[src/rtl/text_ram_writer.sv]
// text_ram_writer: writer side of the 32x32 text-cell RAM scanned by the display.
// Consumes a valid/ready byte stream and keeps a cursor. Printable bytes are
// written at {row,col}. CR, LF, BS and FF move the cursor; FF also clears the
// screen. Optional build macro TEXT_RAM_WRITER_LINE_CLEAR_EN blanks every row
// the cursor moves into (LF or line wrap).
module text_ram_writer #(
  parameter int         COL_BITS = 5,
  parameter int         ROW_BITS = 5,
  parameter logic [7:0] FILL     = 8'h00
) (
  input  logic                         clk,
  input  logic                         reset,
  input  logic                         in_valid,
  input  logic [7:0]                   in_data,
  output logic                         in_ready,
  output logic [COL_BITS+ROW_BITS-1:0] ram_addr,
  output logic [7:0]                   ram_din,
  output logic                         ram_we,
  output logic [ROW_BITS-1:0]          cursor_row,
  output logic [COL_BITS-1:0]          cursor_col,
  output logic                         busy
);

  localparam int ADDR_BITS = COL_BITS + ROW_BITS;

  localparam logic [7:0] CH_BS = 8'h08;
  localparam logic [7:0] CH_LF = 8'h0A;
  localparam logic [7:0] CH_FF = 8'h0C;
  localparam logic [7:0] CH_CR = 8'h0D;

  typedef enum logic [1:0] {
    S_IDLE  = 2'd0,
    S_CLEAR = 2'd1
`ifdef TEXT_RAM_WRITER_LINE_CLEAR_EN
    , S_LINECLR = 2'd2
`endif
  } state_t;

  state_t                state_q;
  // One extra MSB marks "all cells written"; the state leaves on the cycle
  // after the last write so in_ready stays low while that write is presented.
  logic [ADDR_BITS:0]    clr_cnt_q;
  logic [ROW_BITS-1:0]   cursor_row_q;
  logic [COL_BITS-1:0]   cursor_col_q;
  logic                  ram_we_q;
  logic [ADDR_BITS-1:0]  ram_addr_q;
  logic [7:0]            ram_din_q;

  logic [ROW_BITS-1:0]   cursor_row_d;
  logic [COL_BITS-1:0]   cursor_col_d;
  logic                  is_ctrl;
  logic                  accept;

  assign in_ready   = (state_q == S_IDLE);
  assign busy       = (state_q != S_IDLE);
  assign accept     = in_valid && in_ready;
  assign ram_we     = ram_we_q;
  assign ram_addr   = ram_addr_q;
  assign ram_din    = ram_din_q;
  assign cursor_row = cursor_row_q;
  assign cursor_col = cursor_col_q;

  // Decode the incoming byte into the cursor position it leads to.
  always_comb begin
    cursor_row_d = cursor_row_q;
    cursor_col_d = cursor_col_q;
    is_ctrl      = 1'b1;
    case (in_data)
      CH_CR: cursor_col_d = '0;
      CH_LF: begin
        cursor_col_d = '0;
        cursor_row_d = cursor_row_q + 1'b1;
      end
      CH_BS: begin
        if (cursor_col_q != '0) begin
          cursor_col_d = cursor_col_q - 1'b1;
        end
      end
      CH_FF: begin
        cursor_col_d = '0;
        cursor_row_d = '0;
      end
      default: begin
        is_ctrl      = 1'b0;
        cursor_col_d = cursor_col_q + 1'b1;
        if (cursor_col_q == '1) begin
          cursor_row_d = cursor_row_q + 1'b1;
        end
      end
    endcase
  end

`ifdef TEXT_RAM_WRITER_LINE_CLEAR_EN
  // FF homes the cursor but is covered by the full clear, so it is excluded.
  logic row_change;
  assign row_change = (cursor_row_d != cursor_row_q) && (in_data != CH_FF);
`endif

  // Control FSM with registered RAM write port and cursor.
  always_ff @(posedge clk) begin
    if (!reset) begin
      state_q      <= S_CLEAR;
      clr_cnt_q    <= '0;
      cursor_row_q <= '0;
      cursor_col_q <= '0;
      ram_we_q     <= 1'b0;
      ram_addr_q   <= '0;
      ram_din_q    <= 8'h00;
    end else begin
      ram_we_q <= 1'b0;
      case (state_q)
        S_IDLE: begin
          if (accept) begin
            cursor_row_q <= cursor_row_d;
            cursor_col_q <= cursor_col_d;
            if (in_data == CH_FF) begin
              state_q   <= S_CLEAR;
              clr_cnt_q <= '0;
            end else if (!is_ctrl) begin
              ram_we_q   <= 1'b1;
              ram_addr_q <= {cursor_row_q, cursor_col_q};
              ram_din_q  <= in_data;
            end
`ifdef TEXT_RAM_WRITER_LINE_CLEAR_EN
            if (row_change) begin
              state_q   <= S_LINECLR;
              clr_cnt_q <= '0;
            end
`endif
          end
        end
        S_CLEAR: begin
          if (clr_cnt_q[ADDR_BITS]) begin
            state_q <= S_IDLE;
          end else begin
            ram_we_q   <= 1'b1;
            ram_addr_q <= clr_cnt_q[ADDR_BITS-1:0];
            ram_din_q  <= FILL;
            clr_cnt_q  <= clr_cnt_q + 1'b1;
          end
        end
`ifdef TEXT_RAM_WRITER_LINE_CLEAR_EN
        S_LINECLR: begin
          // cursor_row_q already holds the row that was just entered.
          if (clr_cnt_q[COL_BITS]) begin
            state_q <= S_IDLE;
          end else begin
            ram_we_q   <= 1'b1;
            ram_addr_q <= {cursor_row_q, clr_cnt_q[COL_BITS-1:0]};
            ram_din_q  <= FILL;
            clr_cnt_q  <= clr_cnt_q + 1'b1;
          end
        end
`endif
        default: state_q <= S_IDLE;
      endcase
    end
  end

endmodule

[config.mk]
export PLATFORM = sky130hd
export DESIGN_NAME = text_ram_writer
export DESIGN_NICKNAME = d
export VERILOG_FILES = /design/src/rtl/text_ram_writer.sv
export SDC_FILE = /design/constraint.sdc
export NUM_CORES = 1
export LEC_CHECK = 0
export CAP_MARGIN = 20
export CORE_UTILIZATION = 60
export DETAILED_ROUTE_END_ITERATION = 12
export DONT_BUFFER_PORTS = 1
export PLACE_DENSITY = 0.86
export SETUP_SLACK_MARGIN = 0.02
export SLEW_MARGIN = 10
export SYNTH_ARGS = -nofsm -noshare
export SYNTH_HDL_FRONTEND = slang
export SYNTH_SLANG_ARGS = --single-unit
export TNS_END_PERCENT = 30
[constraint.sdc]
create_clock -name clk -period 3.9 [get_ports clk]
set_clock_uncertainty 0.15 [all_clocks]
set_input_delay 0.78 -clock clk [delete_from_list [all_inputs] [get_ports clk]]
set_output_delay 0.78 -clock clk [all_outputs]
set_load 0.03 [all_outputs]
==> out/metrics.yaml, run 1 <==
status: "complete, no violations"
reg2reg_from: "state_q[0]"
viasPerCell: 6.31
totalWireLength_um: 4700
ctsHoldBuffers: 0
initial_core_util_pct: 63.2
syn_area_per_cell_um2: 9.04
yosysUniqueCellTypes: 53
track_usage_pct: 27.4
synth_fp_nets: 252
synth_top_family_by_area: "simple AND/OR/NAND/NOR gates"
dp_hpwl_um: 3280
core_um2: 3360
ant_nets: 0
cts_resized: 0
irDropWorstVdd_mv: 0.216
syn_area_um2: 2120
cts.sinks: 41
tns_ps: 0
grt_pass1_vias: 1570
synthCells: 235
min_path_cells: 2
drt_iter0_drc: 116
synth_compound_area_share_pct: 20.0
htree_num_levels: 2
synthMuxAreaShare_pct: 4.24
io_pins: 42
antenna_found_initial: 0
cts_buffers: 5
worst_skew_pair.late_latency_ps: 370
final_max_slew_viol_count: 0
synth_top_area_share_pct: 38.6
end_kind: "flop"
synth_area_leader_cell: "dfxtp_1"
rsz0062_at_grt: "no"
wire_per_inst_um: 16.9
synthSimpleGateAreaFrac_pct: 26.0
clock_path_buffers: 2
stdcell_count: 278
area_growth_pct: 4.24
yosysSeqAreaShare_pct: 38.6
synthXorXnorAreaFrac_pct: 3.71
dp.cells: 270
crit_arrival_ps: 2970
hp-start: "clr_cnt_q[10]"
grt_pass1_wl_um: 7500
tightest_slew_ps: 1060
hold_end: "clr_cnt_q[10]"
rows: 21
yosysWarnings: 0
final_util_pct: 65.8
layout_min_cycle_time_ps: 2830
final_hold_viol_count: 0
rrSetupSlack_ps: 1080
drt_pass1_iterations: 4
drive_above_1_share_pct: 8.19
final_nets: 248
total_leakage_power_nw: 0.923
yosysMostFrequentCell: "dfxtp_1"
cts_setup_buffers: 0
synth-main-ff-cell: "dfxtp_1"
antennaDiodeCount: 0
vias: 1754
root_buffer: "clkbuf_4"
drv_cap: 0
synth_common_cells: "dfxtp_1, nand2_1, nand3_1"
grt_start_max_net_pins: 39
required_ps: 4040
setup_violations: 0
drcViolationCount: 0
regArea_um2: 821
path_clk_slew_ps: 130
powerDensity_nw_per_um2: 342
synth-edff-count: 0
nFillCells: 302
period_share_pct: 72.5
dieArea_um2: 3780
cp_max_fo: 4
die_w_um: 61.5
io_buffers: 0
synthAdderAreaFrac_pct: 3.89
tritoncts: "yes"
criticalPathCategory: "input pin to flop"
place.gp.congestion: 0.846
synthTopCellsByArea: "dfxtp_1, nand2_1, nand3_1"
dieHeight_um: 61.5
hold_ws_ps: 362
cp-start-kind: "input pin"
p_total_w: 0.000758
grt_overflow_total: 0
hp-class: "flop to flop"
multi_input_area_um2: 1230
max_clock_freq_mhz: 353
ys_ff_latch: 41
relSlewSlack_pct: 29.2
rr_worst_depth: 4
r2r-end: "state_q[0]"
async_flop_share_pct: 0
-- per-layer routing --
metal / vias up / part of all wire [%] / GRT usage, %
li1: 853 / - / -
met1: 830 / 46 / 36.0
met2: 60 / 46 / 40.9
met3: 11 / 6.0 / 9.66
met4: 0 / 2.2 / 11.1
met5: - / 0 / 0
-- kinds of logic after synthesis --
kind of cell               count (synthesis)
DFF                                       41
buffers and inverters                     17
muxes                                      9
xor gates and xnor gates                   9
AOI/OAI and AO/OA                         50
and+or+nand+nor                          103
adders and majority gates                  6
-- how the worst max path moves through the flow --
stage                    start       endpoint  slack, ps
detailed placement  in_data[5]  cursor_col[4]        730
finish              in_data[5]  cursor_col[4]       1070
global placement    in_data[5]  cursor_col[4]        810
floorplan           in_data[5]  cursor_col[4]        860
CTS                 state_q[0]     state_q[0]       1090
global route        state_q[0]     state_q[0]        870
-- placed cells by master, fill, tap and decap left out, types with 5 or more instances in the layout --
cell      Yosys  routed
xnor2_1       6       6
nand3_1      23      23
and2_1        5       5
mux2i_1       9       9
o21ai_0       5       5
a21oi_1       6       6
o211a_1      10      10
nor2b_1       5       5
ha_1          5       5
clkbuf_4      0       5
a21boi_0     11      11
inv_1         6       6
nor2_1       11      11
dfxtp_1      41      41
nand2_1      32      32
-- metrics by stage --
step | setup slack [ps] | area, um^2
final | 1070 | 2210
after global routing | 869 | 2210
after CTS | 1090 | 2210
after detailed placement | 729 | 2130
after global placement | 807 | 2130
after floorplan | 857 | 2120
-- critical path: stages --
cell and delay, ps:
or4b_4 580, nor2_4 170, nand2_1 110, fa_1 390, nand2b_1 170, a21oi_1 160
xnor2_1 100, or3b_1 380, o22ai_1 150
-- state kept, by name, summed over array words and instances (netlist names) --
signal      cells
cursor_row      5
state_q         1
clr_cnt_q      11
ram_we          1
ram_addr       10
cursor_col      5
ram_din         8
-- power breakdown --
group	leakage, nW	switching, W	internal (W)
Sequential	0.332	0.0000103	0.000424
Combinational	0.546	0.0000126	0.0000138
Clock	0.0455	0.000144	0.000153
Total	0.923	0.000167	0.000591
-- cell type report --
type	instances	share of cell area, %
well taps	46	2.60
inverters	6	1.02
clock inverters	1	1.36
clock buffers	7	2.49
flip-flops and latches	41	37.1
multi-input cells	177	55.5
(Power assumes the default switching activity.)
==> inputs of run 2 (changes only) <==
--- a/config.mk
+++ b/config.mk
@@ -6,10 +6,10 @@
 export NUM_CORES = 1
 export LEC_CHECK = 0
 export CAP_MARGIN = 20
-export CORE_UTILIZATION = 60
+export CORE_UTILIZATION = 56
 export DETAILED_ROUTE_END_ITERATION = 12
 export DONT_BUFFER_PORTS = 1
-export PLACE_DENSITY = 0.86
+export PLACE_DENSITY = 0.84
 export SETUP_SLACK_MARGIN = 0.02
 export SLEW_MARGIN = 10
 export SYNTH_ARGS = -nofsm -noshare
==> constraint.sdc (replaced) <==
create_clock -name clk -period 2.6 [get_ports clk]
set_clock_uncertainty 0.15 [all_clocks]
set_input_delay 0.52 -clock clk [delete_from_list [all_inputs] [get_ports clk]]
set_output_delay 0.52 -clock clk [all_outputs]
set_load 0.03 [all_outputs]
==> run 2 against run 1 <==
Compared with the run above:
- non-clock buffer count increased by 17
- combinational power is 58% higher
- worst setup slack worse by 830 ps
- flip-flop and latch count did not move
- power up 63%
- sequential share of layout area decreased by 2.8 points
- sequential power increased by 50%
- core utilization down 0.40 points
- routed wire length up 4.8%
- clock power grew 82%
- largest cell class unchanged
==> out/metrics.yaml, run 2 (synthesis results as in run 1) <==
power_frac_comb_pct: 3.4
hold_ws_ps: 195
setup_violations: 0
initial_core_util_pct: 58.0
viasPerCell: 6.06
dp_hpwl_um: 3420
regMostFlops: "clr_cnt_q"
htree_num_levels: 2
crit_start: "in_data[7]"
p_sw_w: 0.000263
place.gp.congestion: 0.840
crit_arrival_ps: 2440
ant_nets: 0
rows: 22
tightest_slew_ps: 560
reg2reg_from: "state_q[0]"
swShare_pct: 21.3
cts_buffers: 5
wire_per_inst_um: 16.6
p_total_w: 0.00123
period_share_pct: 90.9
place_area_um2: 2280
irDropWorstVdd_mv: 0.269
largest_reg_flops: 11
status: "complete, no violations"
core_um2: 3660
final_nets: 265
final_hold_viol_count: 0
final_common_cell: "dfxtp_1"
grt_overflow_total: 0
p_int_w: 0.000970
rr_worst_depth: 5
final_max_slew_viol_count: 0
io_buffers: 0
drt_iter0_drc: 76
drcViolationCount: 0
cts.sinks: 41
vias: 1801
worst_skew_pair.late_latency_ps: 300
required_ps: 2680
total_leakage_power_nw: 1.03
grt_start_max_net_pins: 39
layout_min_cycle_time_ps: 2360
cts_resized: 0
tritoncts: "yes"
r2r-end: "clr_cnt_q[9]"
cp_max_fo: 3
die_w_um: 63.6
drive_above_1_share_pct: 16.5
tns_ps: 0
hp-start: "reset"
end_kind: "flop"
clock_power_share_pct: 43.9
track_usage_pct: 26.5
criticalPathCategory: "input pin to flop"
drv_cap: 0
fin_area_um2: 2400
totalWireLength_um: 4930
max_clock_freq_mhz: 423
crit_end: "cursor_col[4]"
seqPwrFrac_pct: 52.7
path_clk_slew_ps: 90
rrSetupSlack_ps: 500
dieHeight_um: 63.6
dp.cells: 289
grt_pass1_wl_um: 8310
hp-class: "input pin to flop"
antenna_found_initial: 0
rsz0062_at_grt: "no"
antennaDiodeCount: 0
stdcell_count: 297
dieArea_um2: 4040
io_pins: 42
clock_path_buffers: 2
final_cell_mix: "dfxtp_1, nand2_1, nand3_1, buf_4"
root_buffer: "clkbuf_8"
ctsHoldBuffers: 0
cts_setup_buffers: 0
drt_pass1_iterations: 4
powerDensity_nw_per_um2: 514
relSlewSlack_pct: 62.5
grt_pass1_vias: 1777
cp-start-kind: "input pin"
area_growth_pct: 12.8
-- run 2: per-layer routing --
metal / track usage [%] / vias to the layer above / part of all wire, %
met5: 0 / - / 0
met4: 13.4 / 0 / 1.9
met3: 7.61 / 9 / 5.9
met2: 42.3 / 60 / 50
met1: 32.1 / 854 / 42
li1: - / 878 / -
-- run 2: critical path: stages --
cell	delay, ps
or4b_4	540
nor2_4	130
nand2_2	60
fa_2	340
nand2b_4	150
a21oi_2	120
xnor2_1	80
or3b_1	370
o22ai_1	120
-- run 2: worst min path at each step --
stage | cells after the start | slack, ps | end
floorplan | 2 | 300 | clr_cnt_q[10]
global placement | 2 | 320 | clr_cnt_q[10]
detailed placement | 2 | 330 | clr_cnt_q[10]
CTS | 1 | 190 | ram_addr[9]
global route | 1 | 190 | ram_addr[8]
finish | 1 | 200 | ram_addr[9]
-- run 2: power groups by stage --
stage	combinational, W	sequential [W]	clock [W]
after floorplan	0.0000410	0.000662	0
after global placement	0.0000398	0.000664	0
after detailed placement	0.0000413	0.000664	0
after CTS	0.0000416	0.000649	0.000549
after global routing	0.0000461	0.000651	0.000577
final	0.0000416	0.000650	0.000541
-- run 2: area by class of cell --
cell class | instances | area, um^2
Inverter | 6 | 22.5
Clock buffer | 6 | 82.6
Tap cell | 48 | 60.1
Clock inverter | 2 | 37.5
Timing Repair Buffer | 17 | 128
Multi-Input combinational cell | 177 | 1240
Sequential cell | 41 | 821
Fill cell | 301 | 1260
-- run 2: per-stage QoR --
stage / utilization [%] / setup WS, ps
after floorplan: - / -111
after global placement: 62.2 / -50.1
after detailed placement: 62.2 / -74.8
after CTS: 65.4 / 238
after global routing: 65.4 / 87.3
final: 65.4 / 237
==> inputs of run 3 (changes only) <==
--- a/config.mk
+++ b/config.mk
@@ -5,7 +5,6 @@
 export SDC_FILE = /design/constraint.sdc
 export NUM_CORES = 1
 export LEC_CHECK = 0
-export CAP_MARGIN = 20
 export CORE_UTILIZATION = 56
 export DETAILED_ROUTE_END_ITERATION = 12
 export DONT_BUFFER_PORTS = 1
==> results of run 3 <==
No change in the layout: final DEF, timing and power equal those of run 2.
